File: src/rtl/instr_cache.sv
// instr_cache: direct-mapped, one-word-per-line instruction cache between iq and the memory fetcher
// Ports: clk; rst (sync, active-high); is_exception_from_rob aborts any in-flight request.
//   iq side: is_request_from_iq/pc_from_iq in, is_hit_to_iq/instr_to_iq out.
//   fc side: is_request_to_fc/addr_to_fc out, is_done_from_fc/instr_from_fc in.
// Define ICACHE_STAT_EN to add the hit_count_out/miss_count_out statistics ports.
module instr_cache #(
  parameter int IndexWidth = 5,
  parameter int TagWidth = 32 - IndexWidth - 2
) (
  input  logic        clk,
  input  logic        rst,
  input  logic        is_exception_from_rob,
  input  logic        is_request_from_iq,
  input  logic [31:0] pc_from_iq,
  output logic        is_hit_to_iq,
  output logic [31:0] instr_to_iq,
  output logic        is_request_to_fc,
  output logic [31:0] addr_to_fc,
  input  logic        is_done_from_fc,
`ifdef ICACHE_STAT_EN
  output logic [31:0] hit_count_out,
  output logic [31:0] miss_count_out,
`endif
  input  logic [31:0] instr_from_fc
);
  localparam int Lines = 2 ** IndexWidth;
  typedef enum logic [1:0] {IDLE, MISS, HOLD} state_t;
  state_t state;
  logic [Lines-1:0] valid;
  logic [TagWidth-1:0] tags [Lines];
  logic [31:0] data [Lines];
  logic [31:2] req_pc;
  logic [IndexWidth-1:0] idx, req_idx;
  logic lookup_hit;
  logic unused_pc_bits;
  assign unused_pc_bits = ^pc_from_iq[1:0];
  assign idx = pc_from_iq[IndexWidth+1:2];
  assign req_idx = req_pc[IndexWidth+1:2];
  assign lookup_hit = valid[idx] && tags[idx] == pc_from_iq[31:IndexWidth+2];
  always_ff @(posedge clk) begin
    if (rst) begin
      state <= IDLE;
      valid <= '0;
      is_hit_to_iq <= 1'b0;
      instr_to_iq <= '0;
      is_request_to_fc <= 1'b0;
      addr_to_fc <= '0;
`ifdef ICACHE_STAT_EN
      hit_count_out <= '0;
      miss_count_out <= '0;
`endif
    end else if (is_exception_from_rob) begin
      state <= IDLE;
      is_hit_to_iq <= 1'b0;
      is_request_to_fc <= 1'b0;
    end else begin
      case (state)
        IDLE: if (is_request_from_iq) begin
          req_pc <= pc_from_iq[31:2];
          state <= lookup_hit ? HOLD : MISS;
          is_hit_to_iq <= lookup_hit;
          is_request_to_fc <= !lookup_hit;
          if (lookup_hit) instr_to_iq <= data[idx];
          else addr_to_fc <= {pc_from_iq[31:2], 2'b00};
`ifdef ICACHE_STAT_EN
          hit_count_out <= hit_count_out + 32'(lookup_hit);
          miss_count_out <= miss_count_out + 32'(!lookup_hit);
`endif
        end
        MISS: if (is_done_from_fc) begin
          data[req_idx] <= instr_from_fc;
          tags[req_idx] <= req_pc[31:IndexWidth+2];
          valid[req_idx] <= 1'b1;
          is_request_to_fc <= 1'b0;
          is_hit_to_iq <= 1'b1;
          instr_to_iq <= instr_from_fc;
          state <= HOLD;
        end
        default: begin
          // one idle cycle lets iq advance its pc before the next lookup
          is_hit_to_iq <= 1'b0;
          state <= IDLE;
        end
      endcase
    end
  end
endmodule

File: config.mk
export PLATFORM = sky130hd
export DESIGN_NAME = instr_cache
export DESIGN_NICKNAME = d
export VERILOG_FILES = /design/src/rtl/instr_cache.sv
export SDC_FILE = /design/constraint.sdc
export NUM_CORES = 2
export LEC_CHECK = 0
export ABC_CLOCK_PERIOD_IN_PS = 6900
export CORE_MARGIN = 3
export CORE_UTILIZATION = 55
export DETAILED_ROUTE_END_ITERATION = 8
export GPL_ROUTABILITY_DRIVEN = 0
export GPL_TIMING_DRIVEN = 0
export PLACE_DENSITY = 0.7
export SLEW_MARGIN = 20
export SYNTH_ARGS = -nofsm -noshare
export SYNTH_HDL_FRONTEND = slang
export SYNTH_SLANG_ARGS = --single-unit
export TNS_END_PERCENT = 5
File: constraint.sdc
create_clock -name clk -period 6.9 [get_ports clk]
set_clock_uncertainty 0.05 [all_clocks]
set_input_delay 1.38 -clock clk [delete_from_list [all_inputs] [get_ports clk]]
set_output_delay 1.38 -clock clk [all_outputs]
set_load 0.02 [all_outputs]
; Word-level counts from Yosys, hierarchy flattened
; Memories as Yosys holds them, arrays and structs flattened.
; Index checks and enable logic that the tools add are counted.
[word_totals]
register_bits = 128
latchBits = 0
ram_bits = 1824
romBits = 0
inputBits = 69
out_inout_bits = 66
word_cells = 56
mem_count = 2
[op_classes]
n_addsub = 0
mul = 0
div_mod_pow = 0
magnitude_cmp = 3
n_eq_ne = 5
n_shift = 0
mux = 23
n_bitwise = 4
reduce_logical = 12
[memory_table]
columns = name, words, word_bits, rd, rd_clocked_by_memory_dff, write_ports, line
row1 = data, 32, 32, 1, 0, 1, 31  ; logic [31:0] data [Lines];
row2 = tags, 32, 25, 1, 0, 1, 30  ; logic [TagWidth-1:0] tags [Lines];
[op_table]
columns = op, count
row1 = two-way mux 32 bit, 3
row2 = one-hot mux 32 bit (2 select lines), 1
row3 = bitwise OR 32 bit, 1
row4 = equality test 25 bit, 1
row5 = "less-than comparator 5 x 6 -> 1 bit, second input constant", 2
row6 = two-way mux 1 bit, 11
row7 = AND reduction 4 bit, 2
row8 = two-way mux 2 bit, 3
row9 = "!= test 2 bit, second input constant", 3
row10 = AND reduction 3 bit, 2
row11 = binary-select mux 1 bit (select 5 bit), 1
row12 = demux 1 bit (select 5 bit), 1
row13 = "greater-or-equal comparator 5 x 1 -> 1 bit, second input constant", 1
row14 = AND reduction 5 bit, 1
row15 = one-hot mux 1 bit (2 select lines), 2
row16 = one-hot mux 2 bit (2 select lines), 1
row17 = inverter 1 bit, 3
row18 = "equality test 2 x 1 -> 1 bit, second input constant", 1
row19 = logical AND 1 bit, 2
row20 = zero test 2 bit, 1
row21 = AND reduction 2 bit, 1
row22 = nonzero test 2 bit, 1
row23 = OR reduction 2 bit, 1
row24 = zero test 1 bit, 1

; Depth between registers and ports, before layout
[logic_depth]
word_depth = 6
ltp_mapped = 20

; Least setup slack after synthesis
; No wires, ideal clock.
[synth_path]
kind = input port to flip-flop
startpoint = in is_exception_from_rob
endpoint = mem data[24][0], enable pin
t_arrival_ps = 4494
required_ps = 6378
path_slack_ps = 1883
path_stages = 5
path_cell_list = nor2_1 -> nand3_1 -> nor2_1 -> nand3_1 -> nor2_1
[synth_via]
elab_chain_cells = 3
[synth_lines]
columns = item, line
row1 = start: declaration, 12  ; input logic is_exception_from_rob,
row2 = two-way mux 1 bit, 52  ; end else if (is_exception_from_rob) begin
row3 = two-way mux 1 bit, 41  ; if (rst) begin
row4 = two-way mux 1 bit (implied by the code), 71  ; data[req_idx] <= instr_from_fc;
row5 = end: declaration, 31
; No other way between the ends.

; Worst setup path after layout
[layout_path]
startpoint = in pc_from_iq[3]
endpoint = reg instr_to_iq[12]
[layout_via]
elab_chain_cells = 5
word_cells_on_any_way = 11
classes_between = eq/ne (2) / mux (5) / reduce/logical (2) / memory (2)
[layout_lines]
columns = item, line
row1 = start: declaration, 14  ; input logic [31:0] pc_from_iq,
row2 = memory (32 x 25 bit) / binary-select mux 1 bit (select 5 bit) (equally long branches), --
row3 = equality test 25 bit / two-way mux 1 bit (equally long branches), 39  ; assign lookup_hit = valid[idx] && tags[idx] == pc_from_iq[31:IndexWidth+2];
row4 = logical AND 1 bit, 39
row5 = != test 2 bit (no source line), --
row6 = AND reduction 5 bit (no source line), --
row7 = end signal: assignment, 63  ; if (lookup_hit) instr_to_iq <= data[idx];
row8 = end signal: assignment, 76  ; instr_to_iq <= instr_from_fc;
row9 = end: declaration, 16  ; output logic [31:0] instr_to_iq,
; Several ways; a longest one is shown, not always the timed one. The select of a mux whose other input is x is not followed.
; A chain may end at the register's enable or synchronous reset.

==> run metrics <==
status complete, but fails checks; failing checks setup timing; nets@finish just over 4k; First DRT Iteration DRCs 6953; mapped cell area 75200 um2; dpl cell area about 82000 um2; standard-cell row count roughly 140; port bufs 130; asr flop ratio synth 0; met3 WL roughly 27 mm; largest family of logic cells by synthesized area multiplexers; cell area after layout ~89000 um2; Core Footprint 136000 um2; Worst-Skew Late Latency 0.85 ns; drt via density around 6.8; post-synthesis sequential area ratio 0.767; Clock Path Buffers 3; RSZ-0062 raised after global routing true; Setup crit start kind primary input; Die H around 380 um; Place WS -1.17 ns; most frequent cells in the layout edfxtp_1 (1854), mux4_2 (438), mux2i_1 (242); final cell count without fillers roughly 5.9k; Tcrit/Tclk final 1.02; WL per Instance 35.8 um; largest net degree at the start of global routing 34; area added between synthesis and finish 17.7%; Synth Area in Compound Gates 0.0282; routed wl met2 between 90 and 100 mm; post-synthesis simple-gate area fraction 0.0241; Final ANT Viol Nets 0; Top FF cell, synth edfxtp_1; slew of the pin with the lowest slew margin ~1.2 ns; Crit path arrival time around 7.6 ns; Post-synth EDFFs roughly 1.9k; hold_buf cts 0; vias in the first global route 39.6k; area of the multi-input gates approximately 17000 um2; # setup viols final 10; die width 376 um; fin crit period 7.01 ns; total power 24.7 mW; clock root buffer clkbuf_16; H-tree level count 4; LEAKAGE roughly 28 nW; pins over their slew limit 0; first-pass GRT wire length about 300 mm; Yosys reg bits a little under 2k; initial antenna violation count 6; setup TNS -0.507 ns; CP endpoint kind flop; CTS tree built; most common cell after layout, fill and taps aside edfxtp_1; Final WS setup -0.115 ns; clk slew on worst S/H paths roughly 0.06 ns; Syn. warnings 0; Detailed Place HPWL about 140 mm; PwrDens about 280 nW/um2; Worst Hold Class flop to flop; DRC viols 0; TritonRoute pass-1 iters 5; final hold vios 0; Synth Area in XOR/XNOR 0.00163; total number of vias roughly 40k; layout cell share with drive strength beyond 1 0.255; cell breakdown of the critical path clkdlybuf4s50_1 > buf_4 > buf_6 > buf_4 > buf_4 > buf_4 > buf_4 > buf_2 > clkdlybuf4s15_2 > buf_1 > mux4_2 > mux4_2 > mux2i_1 > nor2_1 > a21oi_1 > o31ai_2; Die Footprint 141000 um2; Max-cap violations 0; CP Class primary input to flop; Initial Util 0.554; Filler Cell Count 8527; Post-Synth Adder-Cell Area 0; mean post-synth cell area about 21 um2; CTS buffer count about 190; most used cell, CP buf_4; Syn Inst Count approximately 3.5k; IO Count roughly 140; Met1 Wirelength 79.3 mm; mux cell area share after synthesis 0.164; CP required between 7 and 8 ns; post-synthesis cell type count 60; Crit-path slowest cell clkdlybuf4s50_1; dpl cells 5548; WL final about 210 mm; gr ovfl total 0; CTS resizes 10; Worst VDD drop about 0.3 mV; Max FO, Critical Path 10; Top Metal Used met4; normalized max-slew margin 0.183; Setup Buffers After CTS 0; Register Area 57600 um2; fmax ~140 MHz; Total GRT Usage 0.302; Max stage delay on crit path about 0.87 ns; clk sinks around 2.0k
Yosys cell counts (all sizes together) (5+ instances only):
library cell | n | area (um2)
nand4b | 32 | 280
o21ai | 5 | 25.0
or3 | 5 | 31.3
a22o | 6 | 52.6
mux4 | 438 | 9860
nand3b | 10 | 75.1
buf | 106 | 658
nor3 | 5 | 25.0
edfxtp | 1854 | 55700
or3b | 6 | 52.6
clkbuf | 100 | 375
a22oi | 78 | 586
o22ai | 65 | 407
a2111oi | 5 | 51.3
nor4 | 9 | 56.3
xor2 | 5 | 43.8
o31ai | 36 | 415
inv | 36 | 135
mux2i | 242 | 2420
nand4 | 7 | 43.8
nand2b | 69 | 432
a211oi | 9 | 67.6
xnor2 | 9 | 78.8
and3 | 9 | 56.3
a31oi | 11 | 68.8
a21oi | 58 | 290
o21a | 5 | 37.5
dfxtp | 97 | 1940
nor2 | 82 | 310
and2 | 5 | 33.8
nand2 | 24 | 90.1
nand3 | 21 | 105
or4 | 6 | 45.0
nor2b | 17 | 106
critical path, delay by kind of cell:
kind	cells	cell delay, ns
AO/OA/AOI/OAI	2	0.52
buffers and inverters	10	4.40
multiplexers	3	1.17
AND/OR/NAND/NOR	1	0.08
area by class of cell:
cell class	count	area share
diodes	3	0.0000848
plain buffers	206	0.0124
clock buffers	245	0.0571
clock inverters	113	0.0143
inverters	36	0.00153
multi-input cells	1307	0.188
flip-flops and latches	1951	0.651
well taps	1781	0.0252
repair buffers	268	0.0504
sequential cells by signal, indices dropped and copies added (netlist names):
register	count
is_request_to_fc	1
req_pc	30
data	1024
valid	32
instr_to_iq	32
tags	800
addr_to_fc	30
state	2
routing by layer:
layer | vias up | global-route usage
li1 | 15600 | -
met1 | 21000 | 0.438
met2 | 3031 | 0.452
met3 | 487 | 0.0760
met4 | 0 | 0.112
met5 | - | 0
where the power goes:
group / switching, mW / internal (mW)
Sequential: 0.0412 / 12.9
Combinational: 0.740 / 0.465
Clock: 4.53 / 6.00
worst paths after layout:
kind	startpoint	end	slack, ns	cells after the start
setup / recovery	pc_from_iq[3]	instr_to_iq[12]	-0.11	16
hold / removal	addr_to_fc[17]	addr_to_fc[17]	0.42	2
setup reg to reg	tags[8][21]	instr_to_iq[5]	2.18	11
hold reg to reg	addr_to_fc[17]	addr_to_fc[17]	0.42	2
cell families (layout without fill, tap and decap cells):
group	count (synthesis)	count (layout)
other	1	5
muxes	683	683
AOI/OAI and AO/OA	292	292
DFF	1951	1951
xor gates and xnor gates	14	14
buffers and inverters	242	868
and+or+nand+nor	316	316
per-stage QoR:
step / utilization / hold WS [ns]
3_5_place_dp: 0.606 / 0.410
6_report: 0.652 / 0.423
5_1_grt: 0.652 / 0.447
3_3_place_gp: 0.580 / 0.407
4_1_cts: 0.653 / 0.424
2_1_floorplan: - / 0.399
No activity file was read; power rests on OpenSTA's default activity.
